===== src/rtl/processing_unit_pkg.sv =====
// Shared encodings for the processing_unit_seq datapath: ALU ops, operand
// select codes, sequencer states and condition-code helpers.
package processing_unit_pkg;

  typedef enum logic [2:0] {
    ALU_ADD  = 3'b000,
    ALU_AND  = 3'b001,
    ALU_NOT  = 3'b010,
    ALU_PASS = 3'b011,
    ALU_MUL  = 3'b100,
    ALU_SHL  = 3'b101,
    ALU_SHR  = 3'b110,
    ALU_SRA  = 3'b111
  } aluk_e;

  typedef enum logic [1:0] {
    DR_IR119 = 2'b00,
    DR_R6    = 2'b01,
    DR_R7    = 2'b10,
    DR_R0    = 2'b11
  } drmux_e;

  typedef enum logic [1:0] {
    SR1_IR119 = 2'b00,
    SR1_IR86  = 2'b01,
    SR1_R6    = 2'b10,
    SR1_R0    = 2'b11
  } sr1mux_e;

  typedef enum logic [1:0] {
    ST_IDLE = 2'b00,
    ST_EXEC = 2'b01,
    ST_DONE = 2'b10
  } state_e;

  localparam logic [2:0] NZP_RESET = 3'b010;
  localparam int unsigned R6_IDX = 6;
  localparam int unsigned R7_IDX = 7;

  // One-hot {N,Z,P} from the sign bit and a zero flag.
  function automatic logic [2:0] nzp_from(input logic msb, input logic is_zero);
    logic [2:0] nzp;
    if (is_zero) begin
      nzp = 3'b010;
    end else if (msb) begin
      nzp = 3'b100;
    end else begin
      nzp = 3'b001;
    end
    return nzp;
  endfunction

endpackage


===== src/rtl/register_file_seq.sv =====
// General-purpose register file: async clear, one synchronous write port and
// two asynchronous read ports (reads return the pre-write value on a write edge).
module register_file_seq #(
  parameter int WIDTH     = 16,
  parameter int REG_COUNT = 8,
  parameter int AW        = 3
) (
  input  logic             i_clk,
  input  logic             i_rst_n,
  input  logic             i_we,
  input  logic [AW-1:0]    i_waddr,
  input  logic [WIDTH-1:0] i_wdata,
  input  logic [AW-1:0]    i_raddr1,
  output logic [WIDTH-1:0] o_rdata1,
  input  logic [AW-1:0]    i_raddr2,
  output logic [WIDTH-1:0] o_rdata2
);

  // Fully decoded so every AW-bit address is backed even when REG_COUNT < 8.
  localparam int DEPTH = (1 << AW);

  logic [WIDTH-1:0] mem_q [DEPTH];

  // Register storage: cleared on reset, written on i_we.
  always_ff @(posedge i_clk or negedge i_rst_n) begin
    if (!i_rst_n) begin
      for (int i = 0; i < DEPTH; i++) begin
        mem_q[i] <= '0;
      end
    end else if (i_we) begin
      mem_q[i_waddr] <= i_wdata;
    end
  end

  assign o_rdata1 = mem_q[i_raddr1];
  assign o_rdata2 = mem_q[i_raddr2];

endmodule


===== src/rtl/processing_unit_seq.sv =====
// LC-3 style register-file/ALU datapath with a registered result, a
// start/busy/done handshake, a shift-add multiplier and NZP generation.
module processing_unit_seq
  import processing_unit_pkg::*;
#(
  parameter int WIDTH     = 16,
  parameter int REG_COUNT = 8,
  parameter int IMM_W     = 5
) (
  input  logic             i_CLK,
  input  logic             i_RST_N,
  input  logic             i_LD_REG,
  input  logic             i_LD_CC,
  input  logic [1:0]       i_DRMUX,
  input  logic [1:0]       i_SR1MUX,
  input  logic [15:0]      i_IR,
  input  logic [2:0]       i_ALUK,
  input  logic             i_START,
  input  logic [WIDTH-1:0] i_bus,
  output logic             o_BUSY,
  output logic             o_DONE,
  output logic [WIDTH-1:0] o_ToBus,
  output logic [2:0]       o_NZP
);

  localparam int AW = ($clog2(REG_COUNT) < 3) ? 3 : $clog2(REG_COUNT);
  localparam int SW = $clog2(WIDTH);
  localparam int CW = $clog2(WIDTH + 1);

  state_e           state_q, state_d;
  logic [WIDTH-1:0] to_bus_q, to_bus_d;
  logic [WIDTH-1:0] mcand_q, mcand_d;
  logic [WIDTH-1:0] mplier_q, mplier_d;
  logic [WIDTH-1:0] acc_q, acc_d;
  logic [CW-1:0]    cnt_q, cnt_d;
  logic [2:0]       nzp_q, nzp_d;

  logic [AW-1:0]    dr_addr_s, sr1_addr_s, sr2_addr_s;
  logic [WIDTH-1:0] sr1_s, rd2_s, sr2_s, imm_s, alu_s, acc_sum_s;
  logic [SW-1:0]    shamt_s;
  logic             unused_s;

  assign unused_s = ^i_IR[15:12];

  // Destination register select.
  always_comb begin
    dr_addr_s = '0;
    case (drmux_e'(i_DRMUX))
      DR_IR119: dr_addr_s = AW'(i_IR[11:9]);
      DR_R6:    dr_addr_s = AW'(R6_IDX);
      DR_R7:    dr_addr_s = AW'(R7_IDX);
      DR_R0:    dr_addr_s = '0;
      default:  dr_addr_s = '0;
    endcase
  end

  // First source register select.
  always_comb begin
    sr1_addr_s = '0;
    case (sr1mux_e'(i_SR1MUX))
      SR1_IR119: sr1_addr_s = AW'(i_IR[11:9]);
      SR1_IR86:  sr1_addr_s = AW'(i_IR[8:6]);
      SR1_R6:    sr1_addr_s = AW'(R6_IDX);
      SR1_R0:    sr1_addr_s = '0;
      default:   sr1_addr_s = '0;
    endcase
  end

  assign sr2_addr_s = AW'(i_IR[2:0]);
  assign imm_s      = {{(WIDTH-IMM_W){i_IR[IMM_W-1]}}, i_IR[IMM_W-1:0]};
  assign sr2_s      = i_IR[5] ? imm_s : rd2_s;
  assign shamt_s    = sr2_s[SW-1:0];

  register_file_seq #(
    .WIDTH    (WIDTH),
    .REG_COUNT(REG_COUNT),
    .AW       (AW)
  ) u_rf (
    .i_clk   (i_CLK),
    .i_rst_n (i_RST_N),
    .i_we    (i_LD_REG),
    .i_waddr (dr_addr_s),
    .i_wdata (i_bus),
    .i_raddr1(sr1_addr_s),
    .o_rdata1(sr1_s),
    .i_raddr2(sr2_addr_s),
    .o_rdata2(rd2_s)
  );

  // Single-cycle ALU; MUL is handled by the sequencer instead.
  always_comb begin
    alu_s = '0;
    case (aluk_e'(i_ALUK))
      ALU_ADD:  alu_s = sr1_s + sr2_s;
      ALU_AND:  alu_s = sr1_s & sr2_s;
      ALU_NOT:  alu_s = ~sr1_s;
      ALU_PASS: alu_s = sr1_s;
      ALU_SHL:  alu_s = sr1_s << shamt_s;
      ALU_SHR:  alu_s = sr1_s >> shamt_s;
      ALU_SRA:  alu_s = WIDTH'($signed(sr1_s) >>> shamt_s);
      ALU_MUL:  alu_s = '0;
      default:  alu_s = '0;
    endcase
  end

  assign acc_sum_s = mplier_q[0] ? (acc_q + mcand_q) : acc_q;

  // Sequencer next state: launch, shift-add iterations and result load.
  always_comb begin
    state_d  = state_q;
    to_bus_d = to_bus_q;
    mcand_d  = mcand_q;
    mplier_d = mplier_q;
    acc_d    = acc_q;
    cnt_d    = cnt_q;
    case (state_q)
      ST_IDLE: begin
        if (i_START) begin
          if (aluk_e'(i_ALUK) == ALU_MUL) begin
            mcand_d  = sr1_s;
            mplier_d = sr2_s;
            acc_d    = '0;
            cnt_d    = '0;
            state_d  = ST_EXEC;
          end else begin
            to_bus_d = alu_s;
            state_d  = ST_DONE;
          end
        end else begin
          state_d = ST_IDLE;
        end
      end
      ST_EXEC: begin
        acc_d    = acc_sum_s;
        mcand_d  = mcand_q << 1;
        mplier_d = mplier_q >> 1;
        cnt_d    = cnt_q + CW'(1);
        if (cnt_q == CW'(WIDTH - 1)) begin
          to_bus_d = acc_sum_s;
          state_d  = ST_DONE;
        end else begin
          state_d = ST_EXEC;
        end
      end
      ST_DONE: state_d = ST_IDLE;
      default: state_d = ST_IDLE;
    endcase
  end

  // Condition codes follow the bus whenever i_LD_CC is asserted.
  always_comb begin
    if (i_LD_CC) begin
      nzp_d = nzp_from(i_bus[WIDTH-1], i_bus == '0);
    end else begin
      nzp_d = nzp_q;
    end
  end

  // State, result, multiplier and condition-code registers.
  always_ff @(posedge i_CLK or negedge i_RST_N) begin
    if (!i_RST_N) begin
      state_q  <= ST_IDLE;
      to_bus_q <= '0;
      mcand_q  <= '0;
      mplier_q <= '0;
      acc_q    <= '0;
      cnt_q    <= '0;
      nzp_q    <= NZP_RESET;
    end else begin
      state_q  <= state_d;
      to_bus_q <= to_bus_d;
      mcand_q  <= mcand_d;
      mplier_q <= mplier_d;
      acc_q    <= acc_d;
      cnt_q    <= cnt_d;
      nzp_q    <= nzp_d;
    end
  end

  assign o_BUSY  = (state_q != ST_IDLE);
  assign o_DONE  = (state_q == ST_DONE);
  assign o_ToBus = to_bus_q;
  assign o_NZP   = nzp_q;

endmodule


===== config.mk =====
export PLATFORM = sky130hd
export DESIGN_NAME = processing_unit_seq
export DESIGN_NICKNAME = d
export VERILOG_FILES = /design/src/rtl/processing_unit_pkg.sv /design/src/rtl/register_file_seq.sv /design/src/rtl/processing_unit_seq.sv
export SDC_FILE = /design/constraint.sdc
export NUM_CORES = 1
export LEC_CHECK = 0
export CORE_ASPECT_RATIO = 1.1
export CORE_MARGIN = 3
export CORE_UTILIZATION = 50
export CTS_BUF_LIST = sky130_fd_sc_hd__clkbuf_16
export CTS_CLUSTER_DIAMETER = 40
export CTS_CLUSTER_SIZE = 14
export DETAILED_ROUTE_END_ITERATION = 7
export HOLD_SLACK_MARGIN = 0.08
export PLACE_DENSITY = 0.68
export SETUP_SLACK_MARGIN = 0.3
export SLEW_MARGIN = 5
export SYNTH_ARGS = -nofsm -noshare
export SYNTH_HDL_FRONTEND = slang
export SYNTH_SLANG_ARGS = --single-unit

===== constraint.sdc =====
create_clock -name i_CLK -period 9.67 [get_ports i_CLK]
set_input_delay 1.934 -clock i_CLK [delete_from_list [all_inputs] [get_ports i_CLK]]
set_output_delay 1.934 -clock i_CLK [all_outputs]
set_load 0.02 [all_outputs]

==> metrics <==
outcome finished, final reports clean; Slew headroom 20.1%; Slew Limit Fails 0; cts bufs inserted 37; routed wire length 50.6 mm; Clock Power Share 32.6%; Initial Util 51.4%; switching share of power 36.3%; Post-DRT Antenna Nets 0; f_max 150 MHz; nature of the critical path startpoint primary input; Final Cycle Share 68.7%; Setup WS post-layout 3020 ps; first-pass GRT wire length 79.2 mm; Comb pwr share 35.7%; CP required 10100 ps; CTS-repair resized insts 0; Flop pwr share 31.7%; initial antenna violation count 1; most frequent cells in the layout dfrtp_1, mux2_2, nand2_1; Routed wire per std cell 24.7 µm; Post-CTS Setup Bufs 0; core area 29900 µm²; most common cell after layout, fill and taps aside dfrtp_1; number of distinct library cells after synthesis 91; hold_ws 492 ps; CTS tree yes; Max Cap Viol 0; Int Pwr 2720 µW; Finished Cell Area 17400 µm²; Post-Route Skew 15.3 ps; Final Hold Fails 0; Post-DP Area 16100 µm²; largest net degree at the start of global routing 82; routability cong. 1.04; post-DP HPWL 33.8 mm; final worst path period need 6650 ps; Setup TNS Final 0 ps; via count 14200; maximum VDD drop 0.000149 V; grt ovf 0; final setup fails 0; vias in the first global route 13900; die area 32900 µm²; CTS sink cnt 202; die height 190 µm; RSZ-0062 raised after global routing false; # hold bufs at CTS 0; Syn-to-layout area delta 13.4%; Post-synth EDFFs 0; clock slew at reported path FFs 50 ps; critical setup path kind in2reg; Root Buffer clkbuf_16; worst skew pair latency 530 ps; end-of-flow core utilization 58.3%; GRT Resource Usage Total 30.1%; CTS H-tree lvls 2; share of cells above drive strength 1 19.9%; Via density 6.95; sequential share of the synthesized area 32.9%; worst hold path type reg2reg; Critical Path AT 7070 ps; P per Cell Area 245 nW/µm²; count of state elements after synthesis 202; Cells after Synth 1618; Worst-Margin Slew 1200 ps; NetSw 1550 µW; Primary FF master, synth dfrtp_1; FILL cells 2596; Layout Nets 1692; dpl ws 2600 ps; Syn Area/Cell 9.50 µm²; I/O pin cnt 65; Die W 173 µm; DR DRC count 0; leakage power 0.00718 µW; Post-synth ARST share 100%; crit end category flop; Mapped Nets 1698; Yosys Warn Count 0; number of port buffers 60; site row count 66; Max clock buf depth 3; CP Max Fanout 17; Synth Cell Area 15400 µm²; Starting DRT DRC Count 1524; DRT Pass-1 Iters 8
==> critical path, stage by stage <==
cell and delay (ps):
clkdlybuf4s50_1 820, nand2b_1 220, a21oi_2 730, buf_4 390, a221oi_1 80, or3_1 410
nand2_1 240, inv_1 100, ha_1 370, and2_1 180, or2_2 270, a21o_1 170
a21oi_1 170, o211ai_2 200, o31ai_1 280, xnor2_1 160, a21boi_1 100, a221oi_2 240
==> sequential cells by signal, indices dropped and copies added, names as in the netlist <==
name / count
mcand_q: 16
state_q: 2
acc_q: 16
mplier_q: 16
u_rf.mem_q: 128
o_ToBus: 16
cnt_q: 5
o_NZP: 3
==> metrics by stage <==
step                std cells  total power (µW)
CTS                      2047              4270
finish                   2048              4270
global placement         1981              2810
global route             2047              4510
detailed placement       1981              2860
floorplan                1618              2400
==> power by group through the flow <==
stage                     registers [µW]  clock network [µW]  logic, µW
final                               1360                1390       1530
after global routing                1390                1450       1670
after CTS                           1340                1410       1510
after detailed placement            1360                   0       1500
after global placement              1340                   0       1470
after floorplan                     1330                   0       1080
==> kinds of logic (layout without fill, tap and decap cells) <==
| family | Yosys count | count (layout) | share of synthesized area [%] |
|---|---|---|---|
| mux | 222 | 222 | 18.4 |
| compound gates | 556 | 556 | 26.4 |
| other cells | 0 | 1 | 0 |
| fa+ha+maj | 36 | 36 | 2.98 |
| flops | 202 | 202 | 32.9 |
| xor+xnor | 25 | 25 | 1.42 |
| buf+inv | 179 | 200 | 5.28 |
| simple gates | 398 | 398 | 12.5 |
==> metal layers <==
metal	vias to the layer above	routed length, µm	global-route usage [%]
li1	6319	-	-
met1	6985	20300	38.3
met2	768	24200	51.0
met3	159	3810	4.05
met4	0	2340	14.3
met5	-	0	0
==> synthesized netlist by cell type, types with 7 or more instances <==
master,number,area (µm²)
or3_1,16,100
nand3_1,45,225
xnor2_1,17,149
inv_1,35,131
nor2_1,81,304
mux4_2,34,766
mux2_2,139,1570
o311ai_1,7,61.3
nor3b_1,8,60.1
o21ai_0,107,536
mux2i_1,48,480
clkbuf_1,71,267
a31oi_1,21,131
nor2b_1,24,150
o211ai_1,15,113
a21oi_1,82,410
a21o_1,19,143
buf_6,8,90.1
buf_4,8,60.1
nand2b_1,16,100
o31ai_1,7,52.6
ha_1,35,438
o221ai_1,65,569
dfrtp_1,201,5030
o221a_2,12,135
a211oi_1,46,345
nor3_1,32,160
a22oi_1,31,233
buf_2,40,200
xor2_1,8,70.1
buf_1,14,52.6
o22ai_1,14,87.6
a221oi_1,51,447
nand2_1,133,499
==> cell type report <==
cell class	instances	area [µm²]	area share, %
tap	408	510	2.93
multi-input combinational	1237	9520	54.7
inverter	38	143	0.819
antenna	1	2.50	0.0144
sequential	202	5060	29.0
timing repair buffer	96	857	4.92
clock buffer	38	951	5.46
clock inverter	28	379	2.18
==> worst paths after layout <==
path / start / endpoint / slack (ps) / cells past startpoint
worst max-delay path: i_IR[7] / o_ToBus[12] / 3020 / 18
worst min-delay path: mplier_q[9] / mplier_q[9] / 490 / 2
worst max register to register: u_rf.mem_q[64] / o_ToBus[12] / 5420 / 12
worst min register to register: mplier_q[9] / mplier_q[9] / 490 / 2
max in group asynchronous: i_RST_N / u_rf.mem_q[88] / 6920 / 2
min in group asynchronous: i_RST_N / acc_q[1] / 1430 / 1
(Power assumes the default switching activity.)
